File: src/rtl/fetch_sequencer_if.sv
// rtl/fetch_sequencer_if.sv - fetch sequencer control bundle: step-4 events and hazard in, PC control and valid bits out
interface fetch_sequencer_if #(
  parameter int CNT_WIDTH = 8
);
  logic                 stall;
  logic                 branch_taken_step_4;
  logic                 jump_step_4;
  logic                 halt_step_4;
  logic                 is_load_PC;
  logic [1:0]           control_mux_for_PC;
  logic                 valid_step_1;
  logic                 valid_step_2;
  logic                 valid_step_3;
  logic                 valid_step_4;
  logic                 halted;
  logic [CNT_WIDTH-1:0] redirect_count;

  modport master (
    input  stall, branch_taken_step_4, jump_step_4, halt_step_4,
    output is_load_PC, control_mux_for_PC,
    output valid_step_1, valid_step_2, valid_step_3, valid_step_4,
    output halted, redirect_count
  );

  modport slave (
    output stall, branch_taken_step_4, jump_step_4, halt_step_4,
    input  is_load_PC, control_mux_for_PC,
    input  valid_step_1, valid_step_2, valid_step_3, valid_step_4,
    input  halted, redirect_count
  );
endinterface

File: src/rtl/fetch_sequencer.sv
// rtl/fetch_sequencer.sv - fetch-stage PC load/select controller with step 1-4 valid tracking
module fetch_sequencer #(
  parameter logic [1:0] SEL_SEQ    = 2'd2,
  parameter logic [1:0] SEL_BRANCH = 2'd1,
  parameter logic [1:0] SEL_JUMP   = 2'd0,
  parameter int         CNT_WIDTH  = 8
) (
  input logic                clk,
  input logic                rst,
  fetch_sequencer_if.master  bus
);
  typedef enum logic [1:0] {
    RESET_WAIT = 2'd0,
    RUN        = 2'd1,
    HALTED     = 2'd2
  } state_t;

  state_t               state, state_nx;
  logic [3:0]           valid_q, valid_nx;  // bit 0 = step 1 ... bit 3 = step 4
  logic                 halted_q;
  logic [CNT_WIDTH-1:0] cnt_q;

  logic jmp, br, hlt, redirect;

  // Step-4 events count only when step 4 holds a live instruction.
  assign jmp      = bus.jump_step_4 & valid_q[3];
  assign br       = bus.branch_taken_step_4 & valid_q[3] & ~bus.jump_step_4;
  assign hlt      = bus.halt_step_4 & valid_q[3];
  assign redirect = (jmp | br) & ~hlt;

  always_comb begin
    bus.control_mux_for_PC = SEL_SEQ;
    if (jmp)
      bus.control_mux_for_PC = SEL_JUMP;
    else if (br)
      bus.control_mux_for_PC = SEL_BRANCH;
  end

  assign bus.is_load_PC = (state == RUN) & ~hlt & (redirect | ~bus.stall);

  always_comb begin
    state_nx = state;
    valid_nx = valid_q;
    case (state)
      RESET_WAIT: begin
        state_nx = RUN;
        valid_nx = 4'b0001;
      end
      RUN: begin
        if (hlt) begin
          state_nx = HALTED;
          valid_nx = 4'b0000;
        end else if (redirect) begin
          valid_nx = 4'b0001;
        end else if (bus.stall) begin
          // Steps 1-2 hold, a bubble enters step 3, step 3 drains into step 4.
          valid_nx = {valid_q[2], 1'b0, valid_q[1], valid_q[0]};
        end else begin
          valid_nx = {valid_q[2:0], 1'b1};
        end
      end
      HALTED: begin
        valid_nx = 4'b0000;
      end
      default: begin
        state_nx = RESET_WAIT;
        valid_nx = 4'b0000;
      end
    endcase
  end

  always_ff @(posedge clk) begin
    if (rst) begin
      state    <= RESET_WAIT;
      valid_q  <= 4'b0000;
      halted_q <= 1'b0;
      cnt_q    <= '0;
    end else begin
      state    <= state_nx;
      valid_q  <= valid_nx;
      halted_q <= (state_nx == HALTED);
      if (redirect && (cnt_q != {CNT_WIDTH{1'b1}}))
        cnt_q <= cnt_q + {{(CNT_WIDTH-1){1'b0}}, 1'b1};
    end
  end

  assign bus.valid_step_1   = valid_q[0];
  assign bus.valid_step_2   = valid_q[1];
  assign bus.valid_step_3   = valid_q[2];
  assign bus.valid_step_4   = valid_q[3];
  assign bus.halted         = halted_q;
  assign bus.redirect_count = cnt_q;
endmodule

File: src/flat_wrapper.sv
// flat-port wrapper written by rule: the top's interface ports become plain ports
module fetch_sequencer_flat 
#(
  parameter logic [1:0] SEL_SEQ    = 2'd2,
  parameter logic [1:0] SEL_BRANCH = 2'd1,
  parameter logic [1:0] SEL_JUMP   = 2'd0,
  parameter int         CNT_WIDTH  = 8
)
  (clk, rst, bus_stall, bus_branch_taken_step_4, bus_jump_step_4, bus_halt_step_4, bus_is_load_PC, bus_control_mux_for_PC, bus_valid_step_1, bus_valid_step_2, bus_valid_step_3, bus_valid_step_4, bus_halted, bus_redirect_count);
  fetch_sequencer_if #(.CNT_WIDTH(CNT_WIDTH)) bus_i ();
  input logic clk;
  input logic rst;
  input wire logic [$bits(bus_i.stall)-1:0] bus_stall;
  input wire logic [$bits(bus_i.branch_taken_step_4)-1:0] bus_branch_taken_step_4;
  input wire logic [$bits(bus_i.jump_step_4)-1:0] bus_jump_step_4;
  input wire logic [$bits(bus_i.halt_step_4)-1:0] bus_halt_step_4;
  output wire logic [$bits(bus_i.is_load_PC)-1:0] bus_is_load_PC;
  output wire logic [$bits(bus_i.control_mux_for_PC)-1:0] bus_control_mux_for_PC;
  output wire logic [$bits(bus_i.valid_step_1)-1:0] bus_valid_step_1;
  output wire logic [$bits(bus_i.valid_step_2)-1:0] bus_valid_step_2;
  output wire logic [$bits(bus_i.valid_step_3)-1:0] bus_valid_step_3;
  output wire logic [$bits(bus_i.valid_step_4)-1:0] bus_valid_step_4;
  output wire logic [$bits(bus_i.halted)-1:0] bus_halted;
  output wire logic [$bits(bus_i.redirect_count)-1:0] bus_redirect_count;
  assign bus_i.stall = bus_stall;
  assign bus_i.branch_taken_step_4 = bus_branch_taken_step_4;
  assign bus_i.jump_step_4 = bus_jump_step_4;
  assign bus_i.halt_step_4 = bus_halt_step_4;
  assign bus_is_load_PC = bus_i.is_load_PC;
  assign bus_control_mux_for_PC = bus_i.control_mux_for_PC;
  assign bus_valid_step_1 = bus_i.valid_step_1;
  assign bus_valid_step_2 = bus_i.valid_step_2;
  assign bus_valid_step_3 = bus_i.valid_step_3;
  assign bus_valid_step_4 = bus_i.valid_step_4;
  assign bus_halted = bus_i.halted;
  assign bus_redirect_count = bus_i.redirect_count;
  fetch_sequencer #(.SEL_SEQ(SEL_SEQ), .SEL_BRANCH(SEL_BRANCH), .SEL_JUMP(SEL_JUMP), .CNT_WIDTH(CNT_WIDTH)) u_core (.clk(clk), .rst(rst), .bus(bus_i));
endmodule
File: config.mk
export PLATFORM = sky130hd
export DESIGN_NAME = fetch_sequencer_flat
export DESIGN_NICKNAME = d
export VERILOG_FILES = /design/src/rtl/fetch_sequencer_if.sv /design/src/rtl/fetch_sequencer.sv /design/src/flat_wrapper.sv
export SDC_FILE = /design/constraint.sdc
export NUM_CORES = 1
export LEC_CHECK = 0
export ABC_CLOCK_PERIOD_IN_PS = 2000
export CAP_MARGIN = 20
export CORE_MARGIN = 1.5
export CORE_UTILIZATION = 43
export CTS_CLUSTER_SIZE = 40
export DETAILED_ROUTE_END_ITERATION = 7
export PLACE_DENSITY = 0.75
export SETUP_SLACK_MARGIN = 0.02
export SYNTH_ARGS = -nofsm -noshare
export SYNTH_HDL_FRONTEND = slang
export SYNTH_SLANG_ARGS = --single-unit
File: constraint.sdc
create_clock -name clk -period 2 [get_ports clk]
set_input_delay 0.4 -clock clk [delete_from_list [all_inputs] [get_ports clk]]
set_output_delay 0.4 -clock clk [all_outputs]
set_load 0.03 [all_outputs]
==> results.sh, run 1 <==
export IMPL_synth_top_area_share_pct=44.0
export IMPL_ys_ff_latch=15
export IMPL_num_rows=14
export IMPL_setup_ws_ns=0.0681
export IMPL_grt_max_degree=11
export IMPL_critPathMaxFanout=5
export IMPL_cts_hold_buf=0
export IMPL_root_buffer="clkbuf_4"
export IMPL_worstMarginPinSlew_ns=0.398
export IMPL_yosysMostFrequentCell="dfxtp_1"
export IMPL_port_buffers=21
export IMPL_postPlaceCellArea_sq_um=942
export IMPL_area_growth_pct=43.0
export IMPL_slew_violations=0
export IMPL_initial_utilization_pct=45.9
export IMPL_gp_congestion=0.700
export IMPL_slowest_stage="clkdlybuf4s50_1"
export IMPL_grt_ovfl_total=0
export IMPL_dieArea_sq_mm=0.00184
export IMPL_synth_area_sq_um=683
export IMPL_drive_above_1_share_pct=18.1
export IMPL_synth_top_flop_cell="dfxtp_1"
export IMPL_track_usage_pct=15.3
export IMPL_fin_cells=121
export IMPL_dieHeight_um=42.9
export IMPL_yosys_top_cells_count="dfxtp_1, nor2_1, a21oi_1"
export IMPL_cpPeakStageDelay_ns=0.47
export IMPL_power_leakage_nw=0.360
export IMPL_drtIter0Drc=7
export IMPL_slew_headroom_pct=73.3
export IMPL_synth_edff_count=0
export IMPL_setup_violations=0
export IMPL_cp_cell_sequence="clkdlybuf4s50_1, o21ai_4, a21oi_1, o21a_1, buf_4"
export IMPL_cts_buffers=3
export IMPL_nets=113
export IMPL_die_x_um=42.9
export IMPL_cts_buffer_depth=2
export IMPL_total_power_mw=0.534
export IMPL_ios=22
export IMPL_whs_ns=0.434
export IMPL_place_ws_ns=-0.0268
export IMPL_cts_tree="yes"
export IMPL_drc_errors=0
export IMPL_cp_end_kind="output port"
export IMPL_synth_fp_nets=81
export IMPL_arrival_ns=1.53
export IMPL_vias=630
export IMPL_post_route_min_period_ns=1.93
export IMPL_dp_final_hpwl_um=1060
export IMPL_rsz0062_at_grt="no"
export IMPL_finalSetupTns_ns=0
export IMPL_ys_warn_count=0
export IMPL_wl_per_cell_um=12.1
export IMPL_synth_seq_area_share_pct=44.0
export IMPL_fillers=121
export IMPL_antenna_found_initial=0
export IMPL_hold_violations=0
export IMPL_vias_per_cell=5.21
export IMPL_power_density_mw_per_mm2=547
export IMPL_cts_sinks=15
export IMPL_cts_setup_buffers=0
export IMPL_yosysUniqueCellTypes=32
export IMPL_grt_pass1_vias=487
export IMPL_start_kind="input port"
export IMPL_skew_ns=0.00481
export IMPL_max_cap_violations=0
export IMPL_wl_um=1460
export IMPL_antenna_cells=0
export IMPL_status="finished clean"
export IMPL_syn_inst=74
export IMPL_async_flop_share_pct=0
export IMPL_reg2reg_slack_ns=0.17
export IMPL_coreArea_sq_mm=0.00149
export IMPL_first_pass_iters=4
export IMPL_clock_fmax_ghz=0.518
export IMPL_ant_nets=0
export IMPL_fin_area_sq_um=977
export IMPL_insertion_delay_ns=0.28
export IMPL_dp_cells=117
export IMPL_clk_pin_slew_ns=0.10
export IMPL_post_route_period_util_pct=96.6
export IMPL_htree_levels=1
export IMPL_crit_type="input port to output port"
export IMPL_peakVddDrop_v=0.000412
export IMPL_synth_top_area_cell="dfxtp_1"
export IMPL_post_route_util_pct=65.6
export IMPL_syn_avg_cell_area_sq_um=9.23
export IMPL_critical_path_top_delay_family="buffers and inverters"
export IMPL_path_buf_inv=2
export IMPL_holdCritPathClass="register to register"
export IMPL_required_ns=1.60
export IMPL_grt_pass1_wl_um=2120
export IMPL_yosys_top_cells_area="dfxtp_1, a21oi_1, nor2_1"
[layout by cell type, fill, tap and decap left out, drive strengths merged, types with 3 or more instances in the layout]
cell type / synthesis / layout
a21oi: 6 / 6
inv: 4 / 4
nor2: 8 / 8
clkdlybuf4s50: 0 / 18
nand3: 4 / 4
dfxtp: 15 / 15
buf: 1 / 11
clkbuf: 0 / 3
o31ai: 3 / 3
nand2: 4 / 4
[routing by layer]
| layer | routed length [um] | vias up | part of all wire (%) | GRT usage, % |
|---|---|---|---|---|
| li1 | - | 331 | - | - |
| met1 | 706 | 293 | 48 | 21.4 |
| met2 | 715 | 6 | 49 | 22.4 |
| met3 | 43 | 0 | 2.9 | 2.55 |
| met4 | 0 | 0 | 0 | 7.50 |
| met5 | 0 | - | 0 | 0 |
[path summary, 6_finish.rpt]
kind                                                     to  cells after the start                                       from
setup / recovery                             bus_is_load_PC                      5                    bus_branch_taken_step_4
hold / removal                 u_core.valid_q[3]$_SDFF_PP0_                      2               u_core.valid_q[2]$_SDFF_PP0_
setup reg to reg  u_core.bus.redirect_count[5]$_SDFFE_PP0P_                      5  u_core.bus.redirect_count[1]$_SDFFE_PP0P_
hold reg to reg                u_core.valid_q[3]$_SDFF_PP0_                      2               u_core.valid_q[2]$_SDFF_PP0_
[cell type report]
type / instances / area (sq um) / share of cell area [%]
Clock buffer: 3 / 22.5 / 2.30
Clock inverter: 1 / 5.00 / 0.512
Inverter: 4 / 15.0 / 1.54
Multi-Input combinational cell: 53 / 352 / 36.0
Sequential cell: 15 / 300 / 30.7
Tap cell: 16 / 20.0 / 2.05
Timing Repair Buffer: 29 / 263 / 26.9
[cell families (layout without fill, tap and decap cells)]
kind of cell	count (synthesis)	count (layout)	synth area share (%)
simple gates	29	29	23.3
compound gates	18	18	18.1
flops	15	15	44.0
buf+inv	6	37	5.68
mux	3	3	4.58
xor+xnor	2	2	2.56
fa+ha+maj	1	1	1.83
[power by group]
part	switching (mW)	internal (mW)
sequential	0.00204	0.302
clock	0.105	0.0742
combinational	0.0256	0.0251
[worst reg2reg max path, delay by kind of cell (launching register included)]
kind | cells | cell delay, ns
AO/OA/AOI/OAI | 2 | 0.60
adder cells (fa/ha/maj) | 1 | 0.21
flip-flops | 1 | 0.36
AND/OR/NAND/NOR | 2 | 0.59
[sequential cells by signal, indices dropped and copies added, names as in the netlist]
register	count
u_core.bus.redirect_count	8
u_core.bus.halted	1
u_core.valid_q	4
u_core.state	2
[timing repair]
item | in CTS | in global routing
endpoints found under the hold margin | 0 | 0
endpoints found under the setup margin | 0 | 2
resized for setup | 0 | 1
Power figures use the tool's default switching activity.
==> run 2, diff against run 1 <==
Settings changed: PLACE_DENSITY 0.75 to 0.82.
==> results.sh, run 2 (synthesis results as in run 1) <==
export IMPL_status="finished clean"
export IMPL_crit_type="input port to output port"
export IMPL_peakVddDrop_v=0.000379
export IMPL_grt_ovfl_total=0
export IMPL_dr_wl_met2_um=733
export IMPL_port_buffers=21
export IMPL_ios=22
export IMPL_slew_headroom_pct=73.5
export IMPL_skew_ns=0.0147
export IMPL_insertion_delay_ns=0.29
export IMPL_htree_levels=1
export IMPL_track_usage_pct=17.8
export IMPL_drive_above_1_share_pct=19.8
export IMPL_drtIter0Drc=5
export IMPL_post_route_min_period_ns=1.92
export IMPL_max_cap_violations=0
export IMPL_postPlaceCellArea_sq_um=942
export IMPL_hold_violations=0
export IMPL_post_route_period_util_pct=96.0
export IMPL_gp_congestion=0.669
export IMPL_fin_area_sq_um=982
export IMPL_cp_end_kind="output port"
export IMPL_arrival_ns=1.52
export IMPL_antenna_cells=0
export IMPL_grt_pass1_vias=584
export IMPL_power_leakage_nw=0.364
export IMPL_dp_final_hpwl_um=1140
export IMPL_multiInputGateArea_sq_um=344
export IMPL_clk_pin_slew_ns=0.08
export IMPL_antenna_found_initial=0
export IMPL_cts_tree="yes"
export IMPL_final_cell_mix="clkdlybuf4s50_1, dfxtp_1, buf_4"
export IMPL_power_density_mw_per_mm2=544
export IMPL_wl_um=1490
export IMPL_grt_pass1_wl_um=2500
export IMPL_ant_nets=0
export IMPL_drc_errors=0
export IMPL_slew_violations=0
export IMPL_start_kind="input port"
export IMPL_met3WireLength_um=78
export IMPL_dp_cells=117
export IMPL_whs_ns=0.430
export IMPL_fillers=124
export IMPL_wl_per_cell_um=12.2
export IMPL_cts_sinks=15
export IMPL_fin_cells=122
export IMPL_critPathMaxFanout=2
export IMPL_layout_commonest_cell="clkdlybuf4s50_1"
export IMPL_setup_violations=0
export IMPL_holdCritPathClass="register to register"
export IMPL_dr_max_layer_used="met4"
export IMPL_vias=661
export IMPL_seq_area_sq_um=302
export IMPL_worstMarginPinSlew_ns=0.392
export IMPL_required_ns=1.60
export IMPL_rsz0062_at_grt="no"
export IMPL_dieArea_sq_mm=0.00184
export IMPL_vias_per_cell=5.42
export IMPL_root_buffer="clkbuf_4"
export IMPL_largest_reg_flops=8
export IMPL_finalSetupTns_ns=0
export IMPL_initial_utilization_pct=45.9
export IMPL_grt_max_degree=10
export IMPL_dieHeight_um=42.9
export IMPL_first_pass_iters=4
export IMPL_num_rows=14
export IMPL_die_x_um=42.9
export IMPL_cts_buffer_depth=2
export IMPL_area_growth_pct=43.8
export IMPL_nets=114
export IMPL_clock_fmax_ghz=0.521
export IMPL_drt_met1_wl_um=659
export IMPL_cts_buffers=3
export IMPL_coreArea_sq_mm=0.00149
-- run 2: area by class of cell --
cell class	instances	share of cell area, %
inverters	4	1.53
clock buffers	3	2.29
multi-input cells	53	35.0
clock inverters	1	0.510
well taps	16	2.04
repair buffers	30	27.9
flip-flops and latches	15	30.7
-- run 2: worst max-delay path, cell delays in order --
cell and delay [ns]:
clkdlybuf4s50_1 0.50, o21ai_2 0.08, buf_4 0.14, a21oi_1 0.13, o21a_1 0.14, buf_6 0.13
-- run 2: layer usage --
metal	vias to the layer above	global-route usage (%)
met5	-	0
met4	0	8.13
met3	2	5.11
met2	15	27.9
met1	312	22.5
li1	332	-
-- run 2: where the power goes --
| part | leakage, nW | internal [mW] | switching [mW] |
|---|---|---|---|
| Clock | 0.0177 | 0.0744 | 0.104 |
| Combinational | 0.224 | 0.0272 | 0.0252 |
| Sequential | 0.122 | 0.302 | 0.00230 |
-- run 2: path summary, 6_finish.rpt --
kind | startpoint | endpoint | slack, ns | depth (start not counted)
worst max-delay path | bus_branch_taken_step_4 | bus_is_load_PC | 0.08 | 6
worst min-delay path | u_core.valid_q[2]$_SDFF_PP0_ | u_core.valid_q[3]$_SDFF_PP0_ | 0.43 | 2
worst max register to register | u_core.bus.redirect_count[1]$_SDFFE_PP0P_ | u_core.bus.redirect_count[7]$_SDFFE_PP0P_ | 0.15 | 5
worst min register to register | u_core.valid_q[2]$_SDFF_PP0_ | u_core.valid_q[3]$_SDFF_PP0_ | 0.43 | 2
-- run 2: repair_timing --
item                                    in CTS  in global routing
pin swaps                                    1                  3
buffers inserted                             1                  0
endpoints found under the setup margin       1                  3
hold buffers                                 0                  0
gates cloned                                 0                  0
gates resized for setup                      0                  2
hold endpoints to repair                     0                  0
-- run 2: per-stage QoR --
stage	utilization [%]	power, mW	worst slack [ns]
after floorplan	-	0.335	0.106
after global placement	63.3	0.361	0.00883
after detailed placement	63.3	0.362	-0.0246
after CTS	65.6	0.538	0.0584
after global routing	66.0	0.556	0.0222
final	66.0	0.535	0.0808
